===== src/rtl/axi_dma_arb_pkg.sv =====
// Shared types and helpers for the DMA channel arbiter.
// Package types are fixed at the default widths; the arbiter derives its own widths from its parameters.
package axi_dma_arb_pkg;

    localparam int unsigned DefNumChannels = 4;
    localparam int unsigned DefAddrWidth   = 64;
    localparam int unsigned DefLenWidth    = 32;

    typedef logic [$clog2(DefNumChannels)-1:0] chan_idx_t;

    typedef struct packed {
        logic [DefAddrWidth-1:0] src;
        logic [DefAddrWidth-1:0] dst;
        logic [DefLenWidth-1:0]  len;
    } dma_1d_req_t;

    // Next round-robin priority position after index idx among n requesters.
    function automatic int unsigned rr_next(input int unsigned idx, input int unsigned n);
        return (idx + 1 >= n) ? 0 : idx + 1;
    endfunction

endpackage


===== src/rtl/fifo_v3.sv =====
// Small synchronous FIFO holding the channel index of each transfer outstanding at the backend.
// Push is ignored when full and pop is ignored when empty.
module fifo_v3 #(
    parameter int unsigned DEPTH      = 8,
    parameter int unsigned DATA_WIDTH = 2
) (
    input  logic                  clk_i,
    input  logic                  rst_i,
    input  logic                  flush_i,
    input  logic                  push_i,
    input  logic [DATA_WIDTH-1:0] data_i,
    input  logic                  pop_i,
    output logic [DATA_WIDTH-1:0] data_o,
    output logic                  full_o,
    output logic                  empty_o
);

    localparam int unsigned PtrW = (DEPTH > 1) ? $clog2(DEPTH) : 1;

    logic [PtrW-1:0]                  rd_ptr_q, rd_ptr_d;
    logic [PtrW-1:0]                  wr_ptr_q, wr_ptr_d;
    logic [PtrW:0]                    cnt_q, cnt_d;
    logic [DEPTH-1:0][DATA_WIDTH-1:0] mem_q, mem_d;
    logic                             do_push, do_pop;

    assign full_o  = (cnt_q == (PtrW+1)'(DEPTH));
    assign empty_o = (cnt_q == '0);
    assign data_o  = mem_q[rd_ptr_q];
    assign do_push = push_i & ~full_o;
    assign do_pop  = pop_i & ~empty_o;

    always_comb begin
        rd_ptr_d = rd_ptr_q;
        wr_ptr_d = wr_ptr_q;
        cnt_d    = cnt_q;
        mem_d    = mem_q;
        if (do_push) begin
            mem_d[wr_ptr_q] = data_i;
            wr_ptr_d        = wr_ptr_q + PtrW'(1);
        end
        if (do_pop) begin
            rd_ptr_d = rd_ptr_q + PtrW'(1);
        end
        if (do_push && !do_pop) begin
            cnt_d = cnt_q + (PtrW+1)'(1);
        end else if (do_pop && !do_push) begin
            cnt_d = cnt_q - (PtrW+1)'(1);
        end
        if (flush_i) begin
            rd_ptr_d = '0;
            wr_ptr_d = '0;
            cnt_d    = '0;
        end
    end

    always_ff @(posedge clk_i) begin
        if (rst_i) begin
            rd_ptr_q <= '0;
            wr_ptr_q <= '0;
            cnt_q    <= '0;
        end else begin
            rd_ptr_q <= rd_ptr_d;
            wr_ptr_q <= wr_ptr_d;
            cnt_q    <= cnt_d;
        end
    end

    // Storage carries no control meaning, so it is left out of reset.
    always_ff @(posedge clk_i) begin
        mem_q <= mem_d;
    end

endmodule


===== src/rtl/axi_dma_channel_arbiter.sv =====
// Round-robin arbiter sharing one DMA backend between several 1D-transfer requesters,
// routing in-order backend completions back to the channel that issued each transfer.
module axi_dma_channel_arbiter
    import axi_dma_arb_pkg::*;
#(
    parameter int unsigned NumChannels = 4,
    parameter int unsigned AddrWidth   = 64,
    parameter int unsigned LenWidth    = 32,
    parameter int unsigned NumInFlight = 8
) (
    input  logic                                  clk_i,
    input  logic                                  rst_i,
    input  logic [NumChannels-1:0]                req_valid_i,
    output logic [NumChannels-1:0]                req_ready_o,
    input  logic [NumChannels-1:0][AddrWidth-1:0] req_src_i,
    input  logic [NumChannels-1:0][AddrWidth-1:0] req_dst_i,
    input  logic [NumChannels-1:0][LenWidth-1:0]  req_len_i,
    output logic [NumChannels-1:0]                done_o,
    output logic [NumChannels-1:0]                busy_o,
    output logic                                  be_valid_o,
    input  logic                                  be_ready_i,
    output logic [AddrWidth-1:0]                  be_src_o,
    output logic [AddrWidth-1:0]                  be_dst_o,
    output logic [LenWidth-1:0]                   be_len_o,
    input  logic                                  be_done_i,
    output logic                                  err_o
);

    localparam int unsigned IdxW = (NumChannels > 1) ? $clog2(NumChannels) : 1;
    localparam int unsigned CntW = $clog2(NumInFlight + 1);

    typedef struct packed {
        logic [AddrWidth-1:0] src;
        logic [AddrWidth-1:0] dst;
        logic [LenWidth-1:0]  len;
    } req_t;

    logic [IdxW-1:0]                  rr_q, rr_d;
    logic [IdxW-1:0]                  winner, fifo_head;
    logic                             any_valid, grant, pop;
    logic                             fifo_full, fifo_empty;
    logic                             be_valid_q, be_valid_d;
    req_t                             be_req_q, be_req_d;
    logic [NumChannels-1:0]           done_q, done_d;
    logic                             err_q, err_d;
    logic [NumChannels-1:0][CntW-1:0] cnt_q, cnt_d;

    // First valid requester at or after the priority pointer, searching cyclically.
    always_comb begin
        int unsigned idx;
        idx       = 0;
        winner    = '0;
        any_valid = 1'b0;
        for (int unsigned k = 0; k < NumChannels; k++) begin
            idx = (32'(rr_q) + k) % NumChannels;
            if (!any_valid && req_valid_i[idx[IdxW-1:0]]) begin
                any_valid = 1'b1;
                winner    = idx[IdxW-1:0];
            end
        end
    end

    // fifo_full is derived from registered occupancy only, so a completion cannot open a grant in the same cycle.
    assign grant = any_valid & (~be_valid_q | be_ready_i) & ~fifo_full & ~rst_i;
    assign pop   = be_done_i & ~fifo_empty;

    always_comb begin
        req_ready_o = '0;
        if (grant) begin
            req_ready_o[winner] = 1'b1;
        end
    end

    always_comb begin
        be_valid_d = be_valid_q;
        be_req_d   = be_req_q;
        rr_d       = rr_q;
        done_d     = '0;
        err_d      = err_q | (be_done_i & fifo_empty);
        cnt_d      = cnt_q;
        if (grant) begin
            be_valid_d   = 1'b1;
            be_req_d.src = req_src_i[winner];
            be_req_d.dst = req_dst_i[winner];
            be_req_d.len = req_len_i[winner];
            rr_d         = IdxW'(rr_next(32'(winner), NumChannels));
        end else if (be_ready_i) begin
            be_valid_d = 1'b0;
        end
        if (pop) begin
            done_d[fifo_head] = 1'b1;
        end
        for (int i = 0; i < NumChannels; i++) begin
            if (grant && winner == IdxW'(i) && !(pop && fifo_head == IdxW'(i))) begin
                cnt_d[i] = cnt_q[i] + CntW'(1);
            end else if (pop && fifo_head == IdxW'(i) && !(grant && winner == IdxW'(i))) begin
                cnt_d[i] = cnt_q[i] - CntW'(1);
            end
        end
    end

    always_ff @(posedge clk_i) begin
        if (rst_i) begin
            rr_q       <= '0;
            be_valid_q <= 1'b0;
            be_req_q   <= '0;
            done_q     <= '0;
            err_q      <= 1'b0;
            cnt_q      <= '0;
        end else begin
            rr_q       <= rr_d;
            be_valid_q <= be_valid_d;
            be_req_q   <= be_req_d;
            done_q     <= done_d;
            err_q      <= err_d;
            cnt_q      <= cnt_d;
        end
    end

    always_comb begin
        for (int i = 0; i < NumChannels; i++) begin
            busy_o[i] = (cnt_q[i] != '0);
        end
    end

    assign be_valid_o = be_valid_q;
    assign be_src_o   = be_req_q.src;
    assign be_dst_o   = be_req_q.dst;
    assign be_len_o   = be_req_q.len;
    assign done_o     = done_q;
    assign err_o      = err_q;

    fifo_v3 #(
        .DEPTH      (NumInFlight),
        .DATA_WIDTH (IdxW)
    ) i_cpl_fifo (
        .clk_i   (clk_i),
        .rst_i   (rst_i),
        .flush_i (1'b0),
        .push_i  (grant),
        .data_i  (winner),
        .pop_i   (pop),
        .data_o  (fifo_head),
        .full_o  (fifo_full),
        .empty_o (fifo_empty)
    );

endmodule


===== config.mk =====
export PLATFORM = sky130hd
export DESIGN_NAME = axi_dma_channel_arbiter
export DESIGN_NICKNAME = d
export VERILOG_FILES = /design/src/rtl/axi_dma_arb_pkg.sv /design/src/rtl/fifo_v3.sv /design/src/rtl/axi_dma_channel_arbiter.sv
export SDC_FILE = /design/constraint.sdc
export NUM_CORES = 1
export LEC_CHECK = 0
export ABC_CLOCK_PERIOD_IN_PS = 4600
export CORE_AREA = 3 3 319 321
export CTS_CLUSTER_DIAMETER = 80
export DETAILED_ROUTE_END_ITERATION = 10
export DIE_AREA = 0 0 322 324
export MAX_ROUTING_LAYER = met4
export PLACE_DENSITY = 0.41
export SYNTH_ARGS = -nofsm -noshare
export SYNTH_HDL_FRONTEND = slang
export SYNTH_HIERARCHICAL = 1
export SYNTH_SLANG_ARGS = --single-unit

===== constraint.sdc =====
create_clock -name clk_i -period 4.6 [get_ports clk_i]
set_input_delay 0.69 -clock clk_i [delete_from_list [all_inputs] [get_ports clk_i]]
set_output_delay 0.69 -clock clk_i [all_outputs]
set_load 0.02 [all_outputs]

==> results.py, run 1 <==
metrics = {
    "route": {
        "vias": 15605,
        "first_pass_iters": 7,
        "avgViaCountPerCell": 4.34,
        "wl_microns": 82200,
        "drtIter0Drc": 684,
        "wl_per_cell_microns": 22.9,
        "drc": 0,
        "antenna_left": 0,
    },
    "clock_network": {
        "cts_made_buffers": 36,
        "cts_root_buf": "clkbuf_16",
        "cts_setup_buffers": 0,
        "clockBufferDepth": 3,
        "cts_tree": "done",
        "clkSinkCount": 210,
        "cts_resized": 0,
        "ctsHoldBuffers": 0,
        "clk_latency_ns": 0.55,
        "cts.clk_slew.worst_paths_ns": 0.05,
        "htreeDepth": 2,
    },
    "synthesis": {
        "synth_edf_count": 16,
        "ys_seq_area_frac": 0.285,
        "syn_nets": 2224,
        "avgSynthCellArea_sq_um": 9.89,
        "ys_types": 60,
        "synth_ff_type": "dfxtp_1",
        "netlist_area_sq_mm": 0.0153,
        "yosysWarnings": 6,
        "synthArstFlopShare": 0,
        "synthCells": 1550,
        "ys_ff_latch": 210,
    },
    "pwr": {
        "power_density_mw_per_mm2": 364,
        "power.leakage_nw": 9.10,
        "p_total_mw": 9.24,
        "ir_drop_mv": 0.177,
    },
    "floorplan": {
        "ios": 822,
        "die_x_microns": 322,
        "core_sq_mm": 0.0996,
        "core.rowCount": 116,
        "die-height_microns": 324,
        "dieArea_sq_mm": 0.104,
        "start_util": 0.154,
    },
    "final_layout": {
        "fin_area_sq_mm": 0.0254,
        "final_cells": 3593,
        "final_common_cell": "clkdlybuf4s50_1",
        "layout_common_cells": "clkdlybuf4s50_1, and3_1, a211oi_2",
        "drive_above_1_share": 0.218,
        "syn2layout_area_growth_pct": 65.7,
        "final_util": 0.255,
        "final_nets": 2929,
    },
    "critical_path": {
        "startpoint_type": "input pin",
        "cpMostUsedCell": "clkdlybuf4s50_1",
        "worstSetupPathType": "input pin to output pin",
        "path_cells": "clkdlybuf4s50_1, nor2b_1, a21boi_0, o32a_2, inv_8, ha_1, and2_2, clkdlybuf4s50_1",
        "cp.required_ns": 3.91,
        "critPathMaxStageDelay_ns": 0.65,
        "critPathCaptureType": "output pin",
        "cp_slowest_cell": "clkdlybuf4s50_1",
        "cp.arrival_ns": 3.12,
        "cp_max_fo": 26,
    },
    "sta": {
        "fin_ws_ns": 0.788,
        "finalHoldViolations": 0,
        "setup_tns_ns": 0,
        "final.period_utilization": 0.829,
        "slew_viol_final": 0,
        "setup_violations": 0,
        "timing.fmax_mhz": 262,
        "rsz0062_at_grt": "false",
        "slew_headroom": 0.289,
        "hold_slack_ns": 0.450,
        "final.min_clock_period_ns": 3.81,
        "tightest_slew_ns": 1.07,
        "fin_skew_ns": 0.0170,
    },
    "placement": {
        "hpwl_microns": 60300,
        "gp_congestion": 0.863,
        "place_ws_ns": 0.471,
        "place_area_sq_mm": 0.0242,
        "place.port_buffers": 821,
        "dp.cells": 3515,
    },
    "run_status": {
        "status": "completed",
    },
    "grt": {
        "grt_pass1_vias": 16335,
        "grt_max_degree": 205,
        "track_usage": 0.151,
        "grt_overflow": 0,
        "antenna_found_initial": 18,
        "grt_pass1_wl_microns": 115000,
    },
    "job": {
        "max-cap-violations": 0,
    },
    "worst_hold_path": {
        "min_path_type": "register to register",
    },
}
[cell type report]
class,instances,area (sq um)
clock inverters,14,174
inverters,12,55.1
clock buffers,49,991
diodes,15,37.5
well taps,1298,1620
flip-flops and latches,210,4360
multi-input cells,1145,9600
fillers,10663,74200
repair buffers,850,8550
[flip-flops by register name, indices dropped and copies added, names as in the netlist]
signal,count
be_valid_o,1
be_src_o,64
be_len_o,32
i_cpl_fifo/rd_ptr_q,3
i_cpl_fifo/wr_ptr_q,3
cnt_q,16
be_dst_o,64
done_o,4
err_o,1
rr_q,2
i_cpl_fifo/mem_q,16
i_cpl_fifo/cnt_q,4
[logic make-up (layout without fill, tap and decap cells)]
family | count (synthesis) | after routing | share of synthesized area
flops | 210 | 210 | 0.285
mux | 12 | 12 | 0.0113
other cells | 1 | 16 | 0.000245
buf+inv | 195 | 925 | 0.0906
simple gates | 572 | 572 | 0.206
xor+xnor | 18 | 18 | 0.0108
compound gates | 516 | 516 | 0.373
fa+ha+maj | 26 | 26 | 0.0237
[power breakdown]
part	switching, mW	internal (mW)	total [mW]	leakage, nW
combinational	2.16	1.91	4.06	6.78
clock	1.07	1.69	2.76	0.561
sequential	0.215	2.20	2.42	1.76
total	3.45	5.79	9.24	9.10
[cell usage after synthesis, types with 7 or more instances]
| cell type | n | area (sq um) |
|---|---|---|
| a211oi_1 | 64 | 480 |
| a211oi_2 | 257 | 3220 |
| a21oi_1 | 17 | 85.1 |
| and3_1 | 310 | 1940 |
| and3_4 | 10 | 113 |
| buf_12 | 14 | 280 |
| buf_2 | 42 | 210 |
| buf_4 | 17 | 128 |
| buf_6 | 21 | 236 |
| clkbuf_1 | 68 | 255 |
| clkbuf_8 | 11 | 151 |
| dfxtp_1 | 194 | 3880 |
| edfxtp_1 | 16 | 480 |
| ha_1 | 21 | 263 |
| inv_1 | 9 | 33.8 |
| nand2_1 | 167 | 627 |
| nor2_1 | 38 | 143 |
| o31ai_1 | 42 | 315 |
| o31ai_2 | 118 | 1480 |
| xnor2_1 | 10 | 87.6 |
| xor2_1 | 7 | 61.3 |
[worst max-delay path: cells and delay by family]
family / cells / cell delay [ns]
AO/OA/AOI/OAI: 2 / 0.58
adder cells (fa/ha/maj): 1 / 0.17
buffers and inverters: 3 / 1.34
AND/OR/NAND/NOR: 2 / 0.34
[per-layer routing]
metal | part of all wire | global-route usage | vias up
li1 | - | - | 7363
met1 | 0.40 | 0.173 | 7620
met2 | 0.51 | 0.264 | 550
met3 | 0.067 | 0.0369 | 72
met4 | 0.021 | 0.0403 | 0
met5 | 0 | - | -
[final timing paths]
path	start	to	slack (ns)	depth (start not counted)
max	req_valid_i[2]	req_ready_o[1]	0.79	8
min	be_len_o[20]$_SDFFE_PP0P_	be_len_o[20]$_SDFFE_PP0P_	0.45	2
max reg2reg	i_cpl_fifo/rd_ptr_q[0]$_SDFFE_PP0P_	cnt_q[11]$_SDFFE_PP0P_	1.32	11
min reg2reg	be_len_o[20]$_SDFFE_PP0P_	be_len_o[20]$_SDFFE_PP0P_	0.45	2
No activity file was read; power rests on OpenSTA's default activity.
==> inputs of run 2 (changes only) <==
--- a/config.mk
+++ b/config.mk
@@ -5,7 +5,7 @@
 export SDC_FILE = /design/constraint.sdc
 export NUM_CORES = 1
 export LEC_CHECK = 0
-export ABC_CLOCK_PERIOD_IN_PS = 4600
+export ABC_CLOCK_PERIOD_IN_PS = 3700
 export CORE_AREA = 3 3 319 321
 export CTS_CLUSTER_DIAMETER = 80
 export DETAILED_ROUTE_END_ITERATION = 10
==> constraint.sdc (replaced) <==
create_clock -name clk_i -period 3.7 [get_ports clk_i]
set_input_delay 0.555 -clock clk_i [delete_from_list [all_inputs] [get_ports clk_i]]
set_output_delay 0.555 -clock clk_i [all_outputs]
set_load 0.02 [all_outputs]
==> run 2 against run 1 <==
  * Non-clock buffer count grew 31
  * Sequential share of layout area shrank 0.21 points
  * Critical path depth grew 1
  * Core utilization increased by 0.32 points
  * Sequential power up 24%
  * Worst hold slack worse by 0.0012 ns
  * Final cell count is 1.2% higher
  * Global-route usage increased by 0.092 points
  * Critical path type unchanged
  * Critical endpoint is now req_ready_o[3]
==> results.py, run 2 (synthesis results as in run 1) <==
metrics = {
    "route": {
        "wl_per_cell_microns": 22.8,
        "drc": 0,
        "wl_microns": 82700,
        "avgViaCountPerCell": 4.32,
        "vias": 15710,
        "first_pass_iters": 5,
        "antenna_left": 0,
        "drtIter0Drc": 628,
    },
    "sta": {
        "final.min_clock_period_ns": 3.49,
        "setup_violations": 0,
        "tightest_slew_ns": 1.11,
        "final.period_utilization": 0.943,
        "slew_headroom": 0.259,
        "finalHoldViolations": 0,
        "setup_tns_ns": 0,
        "fin_skew_ns": 0.0172,
        "rsz0062_at_grt": "false",
        "timing.fmax_mhz": 287,
        "slew_viol_final": 0,
    },
    "clock_network": {
        "cts_resized": 0,
        "cts_tree": "done",
        "cts.clk_slew.worst_paths_ns": 0.04,
        "ctsHoldBuffers": 0,
        "htreeDepth": 2,
        "clk_latency_ns": 0.55,
        "clockBufferDepth": 3,
        "clkSinkCount": 210,
        "cts_made_buffers": 36,
        "cts_setup_buffers": 0,
        "cts_root_buf": "clkbuf_16",
    },
    "floorplan": {
        "start_util": 0.154,
        "ios": 822,
        "die_x_microns": 322,
        "die-height_microns": 324,
        "core_sq_mm": 0.0996,
        "dieArea_sq_mm": 0.104,
        "core.rowCount": 116,
    },
    "grt": {
        "grt_max_degree": 124,
        "grt_pass1_vias": 16509,
        "track_usage": 0.152,
        "grt_overflow": 0,
        "grt_pass1_wl_microns": 115000,
        "antenna_found_initial": 32,
    },
    "critical_path": {
        "critPathMaxStageDelay_ns": 0.59,
        "worstSetupPathType": "input pin to output pin",
        "cp.arrival_ns": 2.93,
        "startpoint_type": "input pin",
        "cp.required_ns": 3.14,
        "critPathCaptureType": "output pin",
        "cp_slowest_cell": "or4b_4",
        "cp_max_fo": 4,
        "path_cells": "clkdlybuf4s50_1, nor2_1, or4b_4, nand2_8, buf_4, ha_1, and2_2, buf_4, clkdlybuf4s50_1",
        "cp_num_buf_inv": 4,
        "critPathTopFamily": "buffers and inverters",
    },
    "placement": {
        "gp_congestion": 0.886,
        "place.port_buffers": 821,
        "place_area_sq_mm": 0.0244,
        "hpwl_microns": 61400,
    },
    "pwr": {
        "seqPwrFrac": 0.257,
        "pwr-share-comb": 0.439,
        "p_int_mw": 7.35,
        "power_density_mw_per_mm2": 454,
        "swShare": 0.370,
        "p_clk_frac": 0.304,
        "ir_drop_mv": 0.223,
        "p_switching_mw": 4.31,
        "power.leakage_nw": 9.27,
    },
    "final_layout": {
        "layout_common_cells": "clkdlybuf4s50_1, and3_1, a211oi_2",
        "final_common_cell": "clkdlybuf4s50_1",
        "drive_above_1_share": 0.230,
        "fin_area_sq_mm": 0.0257,
        "final_nets": 2960,
        "syn2layout_area_growth_pct": 67.7,
    },
    "job": {
        "max-cap-violations": 0,
    },
    "run_status": {
        "status": "completed",
    },
    "worst_hold_path": {
        "min_path_type": "register to register",
    },
}
[run 2: layout make-up]
class / instances / area, sq um
Fill cell: 10664 / 73900
Multi-Input combinational cell: 1145 / 9600
Timing Repair Buffer: 881 / 8790
Sequential cell: 210 / 4360
Tap cell: 1298 / 1620
Clock buffer: 46 / 1000
Clock inverter: 17 / 210
Antenna cell: 26 / 65.1
Inverter: 12 / 55.1
[run 2: routing by layer]
metal  part of all wire  GRT usage  routed length, microns  vias up
li1                   -          -                       -     7426
met1               0.40      0.170                   32900     7624
met2               0.50      0.257                   41300      568
met3              0.075     0.0462                    6200       92
met4              0.028     0.0548                    2320        0
met5                  0          -                       0        -
[run 2: worst paths after layout]
| kind | start | end | slack [ns] | cells after the start |
|---|---|---|---|---|
| hold / removal | be_len_o[1]$_SDFFE_PP0P_ | be_len_o[1]$_SDFFE_PP0P_ | 0.45 | 2 |
| hold reg to reg | be_len_o[1]$_SDFFE_PP0P_ | be_len_o[1]$_SDFFE_PP0P_ | 0.45 | 2 |
| setup reg to reg | i_cpl_fifo/rd_ptr_q[0]$_SDFFE_PP0P_ | cnt_q[11]$_SDFFE_PP0P_ | 0.42 | 11 |
| setup / recovery | req_valid_i[3] | req_ready_o[3] | 0.21 | 9 |
[run 2: power by group through the flow]
| stage | sequential [mW] | combinational (mW) | clock [mW] |
|---|---|---|---|
| after floorplan | 3.47 | 2.49 | 0 |
| after global placement | 3.03 | 5.17 | 0 |
| after detailed placement | 3.05 | 5.19 | 0 |
| after CTS | 3.01 | 5.20 | 3.71 |
| after global routing | 3.06 | 5.46 | 3.77 |
| final | 3.00 | 5.12 | 3.55 |
[run 2: worst reg2reg max path: stages, from the launching register on]
cell and delay (ns):
dfxtp_1 0.56, mux4_2 0.57, mux2_2 0.37, or2_2 0.32
ha_1 0.20, inv_1 0.08, ha_1 0.23, a21o_1 0.17
a21oi_1 0.17, xnor2_1 0.09, or3_1 0.30, a21oi_1 0.15
[run 2: per-stage QoR]
stage / total power, mW / worst slack (ns) / cells / hold slack [ns] / util
4_1_cts: 11.9 / 0.190 / 3609 / 0.453 / 0.258
3_5_place_dp: 8.23 / -0.139 / 3546 / 0.439 / 0.245
6_report: 11.7 / 0.212 / 3635 / 0.449 / 0.258
5_1_grt: 12.3 / 0.118 / 3634 / 0.473 / 0.258
3_3_place_gp: 8.19 / -0.0375 / 3546 / 0.435 / 0.245
2_1_floorplan: 5.96 / 0.0225 / 1550 / 0.453 / -
==> inputs of run 3 (changes only) <==
--- a/config.mk
+++ b/config.mk
@@ -7,11 +7,11 @@
 export LEC_CHECK = 0
 export ABC_CLOCK_PERIOD_IN_PS = 3700
 export CORE_AREA = 3 3 319 321
-export CTS_CLUSTER_DIAMETER = 80
 export DETAILED_ROUTE_END_ITERATION = 10
 export DIE_AREA = 0 0 322 324
 export MAX_ROUTING_LAYER = met4
 export PLACE_DENSITY = 0.41
+export REMOVE_ABC_BUFFERS = 1
 export SYNTH_ARGS = -nofsm -noshare
 export SYNTH_HDL_FRONTEND = slang
 export SYNTH_HIERARCHICAL = 1
==> run 3 against run 2 <==
  * Via count increased by 0.15%
  * Design area rose by 0.13%
  * Count of clock-buffer cells in the layout shrank 1
  * Critical path depth rose by 1
  * Power up 0.20%
  * Register-to-register slack is essentially flat
  * Sequential cell count unchanged
  * Sequential share of layout area about the same
  * Final cell count down 0.30%
  * Largest cell class unchanged
  * Highest routed layer unchanged
==> results.py, run 3 (synthesis results as in run 1) <==
metrics = {
    "final_layout": {
        "fin_area_sq_mm": 0.0257,
        "final_cells": 3624,
        "multi_input_area_sq_mm": 0.00960,
        "regArea_sq_mm": 0.00436,
        "layout_common_cells": "clkdlybuf4s50_1, and3_1, a211oi_2",
        "drive_above_1_share": 0.229,
        "final_common_cell": "clkdlybuf4s50_1",
        "fillerInstances": 10636,
        "final_nets": 2952,
        "syn2layout_area_growth_pct": 68.0,
    },
    "critical_path": {
        "critPathCaptureType": "output pin",
        "cp.arrival_ns": 2.99,
        "r2r_start": "i_cpl_fifo/rd_ptr_q[0]$_SDFFE_PP0P_",
        "cp_max_fo": 3,
        "critPathMaxStageDelay_ns": 0.56,
        "cp_num_buf_inv": 5,
        "cp_slowest_cell": "clkdlybuf4s50_1",
        "reg2reg_depth": 11,
        "startpoint_type": "input pin",
        "cp.required_ns": 3.14,
        "critPathTopFamily": "buffers and inverters",
        "startpoint": "req_valid_i[1]",
        "r2r_setup_slack_ns": 0.41,
        "reg2reg_to": "cnt_q[11]$_SDFFE_PP0P_",
        "worstSetupPathType": "input pin to output pin",
        "path_cells": "clkdlybuf4s50_1, buf_4, nor2b_2, a21boi_1, o32a_2, buf_12, ha_1, and2_2, buf_4, clkdlybuf4s50_1",
    },
    "placement": {
        "hpwl_microns": 58000,
        "place_ws_ns": -0.178,
        "place_area_sq_mm": 0.0244,
        "gp_congestion": 0.835,
        "dp.cells": 3539,
        "place.port_buffers": 821,
    },
    "clock_network": {
        "clockBufferDepth": 3,
        "cts_tree": "done",
        "ctsHoldBuffers": 0,
        "clkSinkCount": 210,
        "cts_made_buffers": 34,
        "cts_root_buf": "clkbuf_16",
        "htreeDepth": 2,
        "clk_latency_ns": 0.55,
        "cts.clk_slew.worst_paths_ns": 0.05,
    },
    "floorplan": {
        "core.rowCount": 116,
        "die-height_microns": 324,
        "dieArea_sq_mm": 0.104,
        "die_x_microns": 322,
        "core_sq_mm": 0.0996,
        "ios": 822,
        "start_util": 0.154,
    },
    "job": {
        "max-cap-violations": 0,
    },
    "route": {
        "drc": 0,
        "drtIter0Drc": 636,
        "vias": 15734,
        "avgViaCountPerCell": 4.34,
        "first_pass_iters": 5,
        "antenna_left": 0,
        "wl_per_cell_microns": 22.3,
        "wl_microns": 80700,
    },
    "run_status": {
        "status": "completed",
    },
    "sta": {
        "rsz0062_at_grt": "false",
        "fin_skew_ns": 0.0148,
        "setup_violations": 0,
        "tightest_slew_ns": 0.860,
        "final.period_utilization": 0.957,
        "slew_headroom": 0.427,
        "slew_viol_final": 0,
        "finalHoldViolations": 0,
        "fin_ws_ns": 0.160,
        "final.min_clock_period_ns": 3.54,
        "timing.fmax_mhz": 282,
    },
    "pwr": {
        "p_total_mw": 11.7,
        "power.leakage_nw": 9.31,
        "ir_drop_mv": 0.225,
        "power_density_mw_per_mm2": 454,
    },
    "worst_hold_path": {
        "min_path_cells": 2,
        "hold_path_end": "be_len_o[22]$_SDFFE_PP0P_",
        "min_from": "be_len_o[22]$_SDFFE_PP0P_",
        "min_path_type": "register to register",
    },
    "grt": {
        "track_usage": 0.151,
        "grt_overflow": 0,
        "antenna_found_initial": 33,
        "grt_pass1_wl_microns": 115000,
        "grt_pass1_vias": 16713,
        "grt_use_met3": 0.0487,
        "grt_max_degree": 160,
        "grt_use_met1": 0.168,
        "busiest_layer": "met2",
        "grt_util_met2": 0.256,
    },
}
==> run 3: cell types whose count changed in the layout (fill, tap and decap cells not counted), moves of 2 or more <==
cell,previous run,this run
clkbuf_16,37,34
clkbuf_8,4,9
clkinvlp_4,7,3
buf_4,50,38
diode_2,26,24
clkbuf_1,5,2
inv_6,1,3
buf_12,10,16
==> run 3: timing repair <==
| action | in CTS | in global routing |
|---|---|---|
| resized for setup | 0 | 3 |
| setup buffers | 0 | 1 |
| setup endpoints to repair | 0 | 2 |
==> run 3: how the worst max path moves through the flow <==
stage | to | cells after the start | slack [ns]
3_3_place_gp | cnt_q[15]$_SDFFE_PP0P_ | 15 | -0.08
2_1_floorplan | cnt_q[11]$_SDFFE_PP0P_ | 12 | -15.89
4_1_cts | req_ready_o[3] | 9 | 0.06
5_1_grt | req_ready_o[0] | 11 | 0.04
6_report | req_ready_o[2] | 10 | 0.16
3_5_place_dp | cnt_q[7]$_SDFFE_PP0P_ | 15 | -0.18
==> run 3: tightest hold or removal path: stages, from the launching register on <==
cell and delay (ns):
dfxtp_1 0.32, nand2_1 0.05, o31ai_1 0.05
==> run 3: final cells by class <==
| type | count | share of cell area |
|---|---|---|
| diodes | 24 | 0.00233 |
| clock buffers | 45 | 0.0381 |
| clock inverters | 15 | 0.00894 |
| inverters | 12 | 0.00214 |
| multi-input cells | 1145 | 0.373 |
| flip-flops and latches | 210 | 0.170 |
| well taps | 1298 | 0.0631 |
| repair buffers | 875 | 0.343 |
==> run 3: layer usage <==
metal  wire, microns  up-vias
li1                -     7413
met5               0        -
met2           40700      535
met4            1690        0
met3            6220       83
met1           32100     7703
==> run 3: power by group <==
part / switching [mW] / leakage (nW) / internal, mW
Sequential: 0.269 / 1.76 / 2.73
Clock: 1.34 / 0.590 / 2.22
Combinational: 2.68 / 6.96 / 2.44
Total: 4.29 / 9.31 / 7.39
==> run 3: stage by stage <==
step / hold WS, ns / TNS [ns] / util
2_1_floorplan: 0.447 / -3265.21 / -
6_report: 0.454 / 0 / 0.259
5_1_grt: 0.471 / 0 / 0.259
3_3_place_gp: 0.435 / -0.190 / 0.246
3_5_place_dp: 0.443 / -0.461 / 0.246
4_1_cts: 0.456 / 0 / 0.258
